<file path="src/rtl/ahb_lite_master.sv">
// AHB-Lite initiator: turns a valid/ready command stream into pipelined AHB-Lite transfers, one response per command.
// Latency: command accept -> rsp_valid is 3 cycles with HREADY=1 (accept, address phase, data phase); each wait state adds one.
// Backpressure: cmd_ready follows HREADY, is low while an ERROR response is in progress and while a held address phase blocks the pipe.
//
// Ports:
//   HCLK, HRESETn               bus clock, asynchronous active-low reset
//   cmd_valid/cmd_ready         command handshake; cmd_write, cmd_addr, cmd_size, cmd_wdata, cmd_seq carry the command
//   rsp_valid/rsp_rdata/rsp_err one-cycle in-order response per command (rdata is 0 for writes)
//   HSEL..HWDATA                AHB-Lite initiator outputs; HRDATA, HREADY, HRESP slave inputs
//
// Optional macro AHB_MST_INCR_BURST_EN: chained cmd_seq commands go out as SEQ beats of an INCR burst.
// Without it cmd_seq is ignored and every transfer is NONSEQ/SINGLE.
module ahb_lite_master #(
    parameter int ADDR_W = 32,
    parameter int DATA_W = 32
) (
    input  logic              HCLK,
    input  logic              HRESETn,
    // command stream
    input  logic              cmd_valid,
    output logic              cmd_ready,
    input  logic              cmd_write,
    input  logic [ADDR_W-1:0] cmd_addr,
    input  logic [2:0]        cmd_size,
    input  logic [DATA_W-1:0] cmd_wdata,
    input  logic              cmd_seq,
    // response stream
    output logic              rsp_valid,
    output logic [DATA_W-1:0] rsp_rdata,
    output logic              rsp_err,
    // AHB-Lite bus
    output logic              HSEL,
    output logic [ADDR_W-1:0] HADDR,
    output logic [1:0]        HTRANS,
    output logic              HWRITE,
    output logic [2:0]        HSIZE,
    output logic [2:0]        HBURST,
    output logic [3:0]        HPROT,
    output logic [DATA_W-1:0] HWDATA,
    input  logic [DATA_W-1:0] HRDATA,
    input  logic              HREADY,
    input  logic              HRESP
);

    localparam logic [1:0] TR_IDLE      = 2'b00;
    localparam logic [1:0] TR_NONSEQ    = 2'b10;
    localparam logic [1:0] TR_SEQ       = 2'b11;
    localparam logic [2:0] BURST_SINGLE = 3'b000;
    localparam logic [2:0] BURST_INCR   = 3'b001;

    // ST_BOOT keeps cmd_ready low for the first cycle after reset release.
    // ST_ERR is the second ERROR cycle: the bus is forced to IDLE and the
    // address-phase command is parked until it can be re-issued.
    typedef enum logic [1:0] {
        ST_BOOT = 2'd0,
        ST_RUN  = 2'd1,
        ST_ERR  = 2'd2
    } state_t;

    state_t state_q, state_d;

    // address-phase stage
    logic              ap_vld_q,   ap_vld_d;
    logic [ADDR_W-1:0] ap_addr_q,  ap_addr_d;
    logic              ap_write_q, ap_write_d;
    logic [2:0]        ap_size_q,  ap_size_d;
    logic [DATA_W-1:0] ap_wdata_q, ap_wdata_d;
    logic              ap_seq_q,   ap_seq_d;
    logic [2:0]        ap_burst_q, ap_burst_d;

    // data-phase stage
    logic              dp_vld_q,   dp_vld_d;
    logic              dp_write_q, dp_write_d;
    logic [DATA_W-1:0] dp_wdata_q, dp_wdata_d;

    // registered response
    logic              rsp_vld_q,   rsp_vld_d;
    logic [DATA_W-1:0] rsp_rdata_q, rsp_rdata_d;
    logic              rsp_err_q,   rsp_err_d;

    logic bus_cancel;   // address phase suppressed during ERROR cycle 2
    logic ap_live;      // address phase actually presented on the bus
    logic ap_adv;       // address phase accepted by the slave this cycle
    logic dp_done;      // data phase completes this cycle
    logic err_first;    // first ERROR cycle (HRESP=1, HREADY=0)
    logic err_busy;     // any ERROR cycle in progress
    logic cmd_rdy_c;
    logic cmd_acc;
    logic cmd_chain;    // accepted command continues the burst in AP
    logic [2:0] cmd_burst;

    assign bus_cancel = (state_q == ST_ERR);
    assign ap_live    = ap_vld_q && !bus_cancel;
    assign ap_adv     = ap_live && HREADY;
    assign dp_done    = dp_vld_q && HREADY;
    assign err_first  = dp_vld_q && HRESP && !HREADY;
    assign err_busy   = bus_cancel || (dp_vld_q && HRESP);
    assign cmd_rdy_c  = (state_q != ST_BOOT) && HREADY && !err_busy
                        && (!ap_vld_q || ap_adv);
    assign cmd_acc    = cmd_valid && cmd_rdy_c;

`ifdef AHB_MST_INCR_BURST_EN
    // A command can only chain onto the beat leaving AP this very cycle;
    // if AP is empty the bus showed IDLE, which already ended the burst.
    logic [ADDR_W-1:0] beat_step;
    assign beat_step = ADDR_W'(1) << cmd_size;
    assign cmd_chain = cmd_seq && ap_adv
                       && (cmd_addr == ap_addr_q + beat_step)
                       && (cmd_size == ap_size_q)
                       && (cmd_write == ap_write_q);
    assign cmd_burst = BURST_INCR;
`else
    logic unused_cmd_seq;
    assign unused_cmd_seq = cmd_seq;
    assign cmd_chain      = 1'b0;
    assign cmd_burst      = BURST_SINGLE;
`endif

    always_comb begin
        state_d     = state_q;
        ap_vld_d    = ap_vld_q;
        ap_addr_d   = ap_addr_q;
        ap_write_d  = ap_write_q;
        ap_size_d   = ap_size_q;
        ap_wdata_d  = ap_wdata_q;
        ap_seq_d    = ap_seq_q;
        ap_burst_d  = ap_burst_q;
        dp_vld_d    = dp_vld_q;
        dp_write_d  = dp_write_q;
        dp_wdata_d  = dp_wdata_q;
        rsp_vld_d   = 1'b0;
        rsp_rdata_d = '0;
        rsp_err_d   = 1'b0;

        case (state_q)
            ST_BOOT: state_d = ST_RUN;
            ST_RUN:  if (err_first) state_d = ST_ERR;
            ST_ERR:  if (HREADY)    state_d = ST_RUN;
            default: state_d = ST_BOOT;
        endcase

        // A parked command comes back as NONSEQ: its burst chain is broken.
        if (bus_cancel) begin
            ap_seq_d = 1'b0;
        end

        if (cmd_acc) begin
            ap_vld_d   = 1'b1;
            ap_addr_d  = cmd_addr;
            ap_write_d = cmd_write;
            ap_size_d  = cmd_size;
            ap_wdata_d = cmd_wdata;
            ap_seq_d   = cmd_chain;
            ap_burst_d = cmd_burst;
        end else if (ap_adv) begin
            ap_vld_d   = 1'b0;
        end

        if (ap_adv) begin
            dp_vld_d   = 1'b1;
            dp_write_d = ap_write_q;
            dp_wdata_d = ap_write_q ? ap_wdata_q : '0;
        end else if (dp_done) begin
            dp_vld_d   = 1'b0;
        end

        if (dp_done) begin
            rsp_vld_d   = 1'b1;
            rsp_rdata_d = dp_write_q ? '0 : HRDATA;
            rsp_err_d   = HRESP;
        end
    end

    always_ff @(posedge HCLK or negedge HRESETn) begin
        if (!HRESETn) begin
            state_q     <= ST_BOOT;
            ap_vld_q    <= 1'b0;
            ap_addr_q   <= '0;
            ap_write_q  <= 1'b0;
            ap_size_q   <= 3'd0;
            ap_wdata_q  <= '0;
            ap_seq_q    <= 1'b0;
            ap_burst_q  <= BURST_SINGLE;
            dp_vld_q    <= 1'b0;
            dp_write_q  <= 1'b0;
            dp_wdata_q  <= '0;
            rsp_vld_q   <= 1'b0;
            rsp_rdata_q <= '0;
            rsp_err_q   <= 1'b0;
        end else begin
            state_q     <= state_d;
            ap_vld_q    <= ap_vld_d;
            ap_addr_q   <= ap_addr_d;
            ap_write_q  <= ap_write_d;
            ap_size_q   <= ap_size_d;
            ap_wdata_q  <= ap_wdata_d;
            ap_seq_q    <= ap_seq_d;
            ap_burst_q  <= ap_burst_d;
            dp_vld_q    <= dp_vld_d;
            dp_write_q  <= dp_write_d;
            dp_wdata_q  <= dp_wdata_d;
            rsp_vld_q   <= rsp_vld_d;
            rsp_rdata_q <= rsp_rdata_d;
            rsp_err_q   <= rsp_err_d;
        end
    end

    assign cmd_ready = cmd_rdy_c;
    assign rsp_valid = rsp_vld_q;
    assign rsp_rdata = rsp_rdata_q;
    assign rsp_err   = rsp_err_q;

    assign HSEL   = ap_live;
    assign HTRANS = ap_live ? (ap_seq_q ? TR_SEQ : TR_NONSEQ) : TR_IDLE;
    assign HADDR  = ap_addr_q;
    assign HWRITE = ap_write_q;
    assign HSIZE  = ap_size_q;
    assign HBURST = ap_burst_q;
    assign HPROT  = 4'b0011;
    assign HWDATA = dp_wdata_q;

endmodule
</file>
<file path="config.mk">
export PLATFORM = sky130hd
export DESIGN_NAME = ahb_lite_master
export DESIGN_NICKNAME = d
export VERILOG_FILES = /design/src/rtl/ahb_lite_master.sv
export SDC_FILE = /design/constraint.sdc
export NUM_CORES = 1
export LEC_CHECK = 0
export ABC_AREA = 1
export CELL_PAD_IN_SITES_DETAIL_PLACEMENT = 1
export CELL_PAD_IN_SITES_GLOBAL_PLACEMENT = 1
export CORE_UTILIZATION = 32
export DETAILED_ROUTE_END_ITERATION = 6
export PLACE_DENSITY_LB_ADDON = 0.1
export SYNTH_ARGS = -nofsm -noshare
export SYNTH_HDL_FRONTEND = slang
export SYNTH_SLANG_ARGS = --single-unit
</file>
<file path="constraint.sdc">
create_clock -name HCLK -period 1.5 [get_ports HCLK]
set_input_delay 0.15 -clock HCLK [delete_from_list [all_inputs] [get_ports HCLK]]
set_output_delay 0.15 -clock HCLK [all_outputs]
set_load 0.1 [all_outputs]
</file>
Word level (Yosys, flattened, before mapping):

Index checks and enable logic that the tools add are counted.

* reduce and logical (&&, ||, !) cells: 21
* mux-type cells: 16
* equal/unequal tests: 4

Operator list (number)
* 2-to-1 mux 32 bit: 3
* logical AND 1 bit: 9
* 2-to-1 mux 1 bit: 9
* nonzero test 2 bit: 4
* 2-to-1 mux 2 bit: 3
* one-hot mux 2 bit (3 select lines): 1
* zero test 1 bit: 4
* inequality test 2 bit (second input constant): 2
* == test 2 x 1 -> 1 bit (second input constant): 1
* == test 2 bit (second input constant): 1
* zero test 2 bit: 1
* logical OR 1 bit: 2
* AND reduction 2 bit: 1

* output and inout bits: 113
* input bits: 106
* logic and storage cells: 54
* register bits: 140

Logic depth before layout (Yosys ltp):

Gate-level depths: netlist (run 1).

* depth in word-level cells: 8
* gate-level depth with buffers: 7

Worst setup path after synthesis (run 1):

No wires, ideal clock.

* path kind: reg2out
* from: reg ap_vld_q
* to: out HTRANS[1]
* cell stages (with the launch flop): 4
* data arrival time: 3.310 ns
* buffers on the path: 2
* slack: -1.960 ns
* path through: dfrtp_1 -> buf_2 -> a21boi_0 -> buf_4

* longest elaborated chain between the ends: 2

RTL lines
* start: declaration: line 63 `logic ap_vld_q, ap_vld_d;`
* start signal: assignment: line 192 `ap_vld_q <= ap_vld_d;`
* logical AND 1 bit: line 93 `assign ap_live = ap_vld_q && !bus_cancel;`
* named net HSEL: line 32 `output logic HSEL,`
* 2-to-1 mux 2 bit: line 214 `assign HTRANS = ap_live ? (ap_seq_q ? TR_SEQ : TR_NONSEQ) : TR_IDLE;`
* end: declaration: line 34 `output logic [1:0] HTRANS,`

The timed path passes the listed nets, and every way through them passes these cells.

Final worst setup path (run 1):

* from: reg state_q[1]
* to: out HTRANS[1]

* longest elaborated chain between the ends: 4

RTL lines
* start: declaration: line 60 `state_t state_q, state_d;`
* start signal: assignment: line 191 `state_q <= state_d;`
* == test 2 bit: line 92 `assign bus_cancel = (state_q == ST_ERR);`
* zero test 1 bit: line 93
* logical AND 1 bit: line 93
* 2-to-1 mux 2 bit: line 214

No other way between the ends.

==> results.sh, run 1 <==
export IMPL_vias_per_cell=4.786
export IMPL_p_sw_frac=0.4959
export IMPL_hp_start="HREADY"
export IMPL_wl_per_cell_um=16.88
export IMPL_rrSetupSlack_ns=0.14
export IMPL_r2r_start="state_q[0]$_DFFE_PN0P_"
export IMPL_hold_depth=3
export IMPL_comb_power_share=0.565
export IMPL_fin_area_mm2=0.009837
export IMPL_grt_ovfl_total=0
export IMPL_drv_slew=0
export IMPL_cts_reportedPaths_clkPinSlew_ns=0.06
export IMPL_gp_congestion=0.7187
export IMPL_violations="negative setup slack"
export IMPL_vias=5245
export IMPL_cap_violations=0
export IMPL_h_tree_depth=4
export IMPL_tns_ns=-0.007105
export IMPL_finalCriticalPeriod_ns=1.504
export IMPL_crit_type="reg2out"
export IMPL_drcViolationCount=0
export IMPL_chipWidth_um=136.7
export IMPL_yosys_warnings=0
export IMPL_p_per_area_mw_per_mm2=2460
export IMPL_critPathLaunchType="flop"
export IMPL_drtIter0Drc=238
export IMPL_placedInstanceArea_mm2=0.009169
export IMPL_final_core_util=0.5609
export IMPL_ys_ff_latch=139
export IMPL_finalSetupViolations=2
export IMPL_rsz0062_at_grt="yes"
export IMPL_drive_gt1_frac=0.2044
export IMPL_cp_data_arrival_time_ns=1.35
export IMPL_fin_ws_ns=-0.003569
export IMPL_die_h_um=136.7
export IMPL_hold_viol_final=0
export IMPL_reg2regPathDepth=8
export IMPL_worstPathCellList="a21boi_4 > buf_12"
export IMPL_grt_pass1_vias=5613
export IMPL_worstPathMaxFanout=5
export IMPL_std_cell_rows=48
export IMPL_switchingPower_uw=12000
export IMPL_cts_sinks=139
export IMPL_grt_max_degree=62
export IMPL_area_delta_synth_final_pct=69.33
export IMPL_cts_tree="done"
export IMPL_post_route_period_util=1.002
export IMPL_p_clk_frac=0.177
export IMPL_wl_mm=18.50
export IMPL_p_int_uw=12200
export IMPL_syn_cell_area_mm2=0.005809
export IMPL_grt_use_total=0.2099
export IMPL_worstReg2RegEnd="HWDATA[2]$_DFFE_PN0P_"
export IMPL_netlist_cell_type_count=18
export IMPL_cts_buffers=17
export IMPL_p_seq_frac=0.258
export IMPL_netlist_instances=659
export IMPL_critPathMaxStageDelay_ns=0.45
export IMPL_clk_latency_ns=0.42
export IMPL_holdPathEnd="HWDATA[25]$_DFFE_PN0P_"
export IMPL_ant_nets=0
export IMPL_endpoint_kind="output port"
export IMPL_clock_skew_ns=0.005027
export IMPL_grt_pass1_wl_mm=29.43
export IMPL_core_area_mm2=0.01754
export IMPL_status="finished with violations"
export IMPL_required_ns=1.35
export IMPL_clockBufferDepth=2
export IMPL_start_util=0.3313
export IMPL_antenna_cells=0
export IMPL_timing_hold_ws_ns=0.08393
export IMPL_min_path_type="in2reg"
export IMPL_irDropWorstVdd_v=0.001627
export IMPL_cp_slowest_cell="dfrtp_2"
export IMPL_fmax_ghz=0.6651
export IMPL_fp_dieArea_mm2=0.01870
export IMPL_yosysSeqAreaShare=0.5988
export IMPL_antenna_found_initial=0
export IMPL_clock_root_buffer="clkbuf_16"
export IMPL_place_hpwl_mm=12.63
export IMPL_p_leak_uw=0.004964
export IMPL_avgSynthCellArea_um2=8.815
export IMPL_num_io_pins=219
export IMPL_firstDrtPassIters=4
export IMPL_portBuffers=209
export IMPL_finalNetCount=964
-- area by class of cell --
cell class                      count  area, µm²
Multi-Input combinational cell    426       1894
Tap cell                          225      281.5
Clock inverter                     10      113.9
Sequential cell                   139       3485
Fill cell                        1909       7700
Inverter                           37      138.9
Clock buffer                       22      494.2
Timing Repair Buffer              237       3430
-- cells in the mapped netlist --
library cell  instances  area share
conb_1                2      0.0013
buf_6                 2      0.0039
nand2_1             273        0.18
nand2_2               2      0.0022
a21boi_0              1      0.0013
buf_2                31       0.027
inv_1                35       0.023
nor2_1               34       0.022
dfrtp_1             139        0.60
nand3_1               2      0.0017
nand4_1             101        0.11
buf_4                12       0.016
buf_1                 5      0.0032
o21ai_0               2      0.0017
a21oi_1               1     0.00086
clkbuf_1             13      0.0084
inv_2                 2      0.0013
nand3_2               2      0.0034
-- critical path: cells and delay by family (launching register included) --
family / cells / cell delay [ns]
flip-flops: 1 / 0.45
AO/OA/AOI/OAI: 1 / 0.27
buffers and inverters: 1 / 0.21
-- logic make-up (layout without fill, tap and decap cells) --
| family | Yosys count | in the layout | share of synthesized area |
|---|---|---|---|
| compound gates | 4 | 4 | 0.003877 |
| buf+inv | 100 | 306 | 0.08163 |
| flops | 139 | 139 | 0.5988 |
| other cells | 2 | 8 | 0.001293 |
| simple gates | 414 | 414 | 0.3145 |
-- power groups by stage --
stage | registers [µW] | clock network [µW] | logic (µW)
global placement | 6270 | 0 | 13400
finish | 6250 | 4280 | 13700
global route | 6400 | 4520 | 14200
detailed placement | 6350 | 0 | 13600
floorplan | 12000 | 0 | 2370
CTS | 6270 | 4370 | 13800
-- timing repair --
item	in CTS	in global routing
pin swaps	1	1
endpoints found under the setup margin	3	3
gates cloned	0	0
resized for setup	3	0
hold buffers	1	0
hold endpoints to repair	139	0
buffers inserted	4	1
-- how the worst max path moves through the flow --
stage,start,to,cells after the start
detailed placement,HRESP,HADDR[5]$_DFFE_PN0P_,5
global route,state_q[1]$_DFFE_PN0P_,HSEL,2
CTS,state_q[0]$_DFFE_PN0P_,HSEL,3
finish,state_q[1]$_DFFE_PN0P_,HTRANS[1],2
floorplan,ap_vld_q$_DFFE_PN0P_,HTRANS[1],3
global placement,HRESP,HWRITE$_DFFE_PN0P_,6
-- through the flow --
step / power, µW / setup WS, ns / instances
global route: 25170 / -0.04666 / 1096
global placement: 19680 / 0.1776 / 1058
CTS: 24420 / -0.02242 / 1095
floorplan: 14320 / -0.1492 / 665
finish: 24200 / -0.003569 / 1096
detailed placement: 19920 / 0.1330 / 1058
-- layout by cell type (no fill, tap or decap), types with 3 or more instances in the layout --
cell type / instances
buf_12: 111
buf_4: 20
clkbuf_16: 17
clkbuf_8: 5
clkdlybuf4s50_1: 101
clkinv_2: 3
clkinvlp_4: 4
conb_1: 8
dfrtp_1: 136
inv_1: 35
nand2_1: 273
nand4_1: 101
nor2_1: 34
-- sequential cells by signal, summed over array words and instances, names as in the netlist --
register / cells
rsp_err: 1
HSIZE: 3
HWRITE: 1
rsp_valid: 1
state_q: 2
ap_wdata_q: 32
HADDR: 32
rsp_rdata: 32
dp_write_q: 1
HWDATA: 32
dp_vld_q: 1
ap_vld_q: 1
-- layer usage --
layer,GRT usage,up-vias,wire [µm]
li1,-,2503,-
met1,0.2437,2559,7301
met2,0.3545,156,9568
met3,0.07370,27,1227
met4,0.07901,0,401
met5,0,-,0
No activity file was read; power rests on OpenSTA's default activity.
==> run 2, diff against run 1 <==
--- a/config.mk
+++ b/config.mk
@@ -8,8 +8,10 @@
 export ABC_AREA = 1
 export CELL_PAD_IN_SITES_DETAIL_PLACEMENT = 1
 export CELL_PAD_IN_SITES_GLOBAL_PLACEMENT = 1
-export CORE_UTILIZATION = 32
+export CORE_ASPECT_RATIO = 0.7
+export CORE_UTILIZATION = 45
 export DETAILED_ROUTE_END_ITERATION = 6
+export DONT_BUFFER_PORTS = 1
 export PLACE_DENSITY_LB_ADDON = 0.1
 export SYNTH_ARGS = -nofsm -noshare
 export SYNTH_HDL_FRONTEND = slang
==> run 2 against run 1 <==
Net effect: the run ends with negative hold slack, negative setup slack left; fmax decreased by 1.9%; via count increased by 7.3%; hold slack got worse by 0.66 ns; sequential share of layout area increased by 6.2 points; register-to-register slack got worse by 0.13 ns; cell area decreased by 15%; total power decreased by 10%; non-clock buffer count decreased by 16; critical path depth increased by 1; global-route usage increased by 13 points; highest routed layer unchanged.
==> results.sh, run 2 (synthesis gave the netlist of run 1 again) <==
export IMPL_status="finished with violations"
export IMPL_violations="negative hold slack, negative setup slack"
export IMPL_final_cell_mix="273 x nand2_1, 137 x dfrtp_1, 111 x buf_4"
export IMPL_drv_slew=0
export IMPL_crit_type="reg2out"
export IMPL_gp_congestion=0.7375
export IMPL_reg2regPathDepth=6
export IMPL_cp_data_arrival_time_ns=1.38
export IMPL_worstPathMaxFanout=3
export IMPL_fillers=1400
export IMPL_fmax_ghz=0.6524
export IMPL_portBuffers=0
export IMPL_grt_max_degree=140
export IMPL_grt_ovfl_total=0
export IMPL_place_hpwl_mm=10.07
export IMPL_critPathLaunchType="flop"
export IMPL_min_path_type="in2async"
export IMPL_h_tree_depth=4
export IMPL_grt_pass1_vias=6193
export IMPL_grt_use_total=0.3422
export IMPL_fin_ws_ns=-0.03292
export IMPL_dp_slack_ns=0.09193
export IMPL_core_area_mm2=0.01251
export IMPL_required_ns=1.35
export IMPL_finalSetupViolations=3
export IMPL_vias=5629
export IMPL_cap_violations=0
export IMPL_grt_pass1_wl_mm=34.43
export IMPL_cts_tree="done"
export IMPL_vias_per_cell=5.535
export IMPL_start_util=0.4645
export IMPL_chipWidth_um=137.8
export IMPL_final_common_cell="nand2_1"
export IMPL_fp_dieArea_mm2=0.01337
export IMPL_irDropWorstVdd_v=0.002152
export IMPL_cts_sinks=139
export IMPL_cts_buffers=17
export IMPL_fin_area_mm2=0.008364
export IMPL_drtIter0Drc=394
export IMPL_post_route_period_util=1.022
export IMPL_p_leak_uw=0.004580
export IMPL_num_io_pins=219
export IMPL_cts_reportedPaths_clkPinSlew_ns=0.06
export IMPL_std_cell_rows=34
export IMPL_antenna_cells=0
export IMPL_final_core_util=0.6688
export IMPL_firstDrtPassIters=5
export IMPL_drcViolationCount=0
export IMPL_drive_gt1_frac=0.1895
export IMPL_timing_hold_ws_ns=-0.5739
export IMPL_die_h_um=97.06
export IMPL_p_per_area_mw_per_mm2=2604
export IMPL_area_delta_synth_final_pct=43.98
export IMPL_placedInstanceArea_mm2=0.006681
export IMPL_clock_root_buffer="clkbuf_16"
export IMPL_ant_nets=0
export IMPL_finalNetCount=948
export IMPL_wl_per_cell_um=21.65
export IMPL_rsz0062_at_grt="yes"
export IMPL_clk_latency_ns=0.42
export IMPL_clock_skew_ns=0.01017
export IMPL_antenna_found_initial=0
export IMPL_wl_mm=22.02
export IMPL_p_total_uw=21780
export IMPL_clockBufferDepth=2
export IMPL_endpoint_kind="output port"
export IMPL_finalCriticalPeriod_ns=1.533
export IMPL_hold_viol_final=192
export IMPL_ctsHoldBuffers=101
## run 2: changes by cell type in the layout (fill, tap and decap cells not counted), moves of 3 or more
cell and delta:
buf_12 -102, buf_4 +91, clkbuf_8 -3, clkdlybuf4s50_1 -101, dlygate4sd3_1 +99
## run 2: layout make-up
class	instances	area, µm²	area share
clock inverter	12	146.4	0.01750
tap	162	202.7	0.02423
timing repair buffer	221	2029	0.2426
inverter	37	138.9	0.01660
sequential	139	3481	0.4162
clock buffer	20	456.7	0.05460
multi-input combinational	426	1909	0.2283
## run 2: critical path, cell delays in order (launching register included)
cell     delay (ns)
dfrtp_1        0.42
nand2_1        0.16
a21oi_4        0.18
buf_12         0.20
## run 2: path summary, 6_finish.rpt
path	endpoint	startpoint	slack [ns]
worst max-delay path	cmd_ready	state_q[0]$_DFFE_PN0P_	-0.03
worst min-delay path	HWDATA[9]$_DFFE_PN0P_	HRESETn	-0.57
worst max register to register	HADDR[10]$_DFFE_PN0P_	state_q[0]$_DFFE_PN0P_	0.01
worst min register to register	dp_write_q$_DFFE_PN0P_	dp_write_q$_DFFE_PN0P_	0.47
max in group asynchronous	rsp_rdata[12]$_DFF_PN0_	HRESETn	1.89
min in group HCLK	ap_wdata_q[30]$_DFFE_PN0P_	cmd_valid	-0.11
## run 2: through the flow
stage	setup TNS (ns)	instances
after global placement	0	881
after floorplan	-0.1492	665
after global routing	-0.2298	1017
after detailed placement	0	881
final	-0.05130	1017
after CTS	0	1014
## run 2: timing repair
item | in CTS | in global routing
buffers inserted | 0 | 3
endpoints found under the setup margin | 3 | 62
resized for setup | 5 | 4
hold endpoints to repair | 276 | 205
pin swaps | 0 | 1
## run 2: report_power, final
part           leakage, µW  internal, µW  switching [µW]
Sequential         0.00180          4990             870
Combinational      0.00249          2230            9340
Clock             0.000292          2690            1670
## run 2: per-layer routing
layer	vias up	wire, µm	global-route usage	part of all wire
met3	58	1212	0.07616	0.055
met2	241	11380	0.5802	0.52
li1	2473	-	-	-
met5	-	0	0.01984	0
met4	0	662	0.1279	0.030
met1	2857	8766	0.4232	0.40
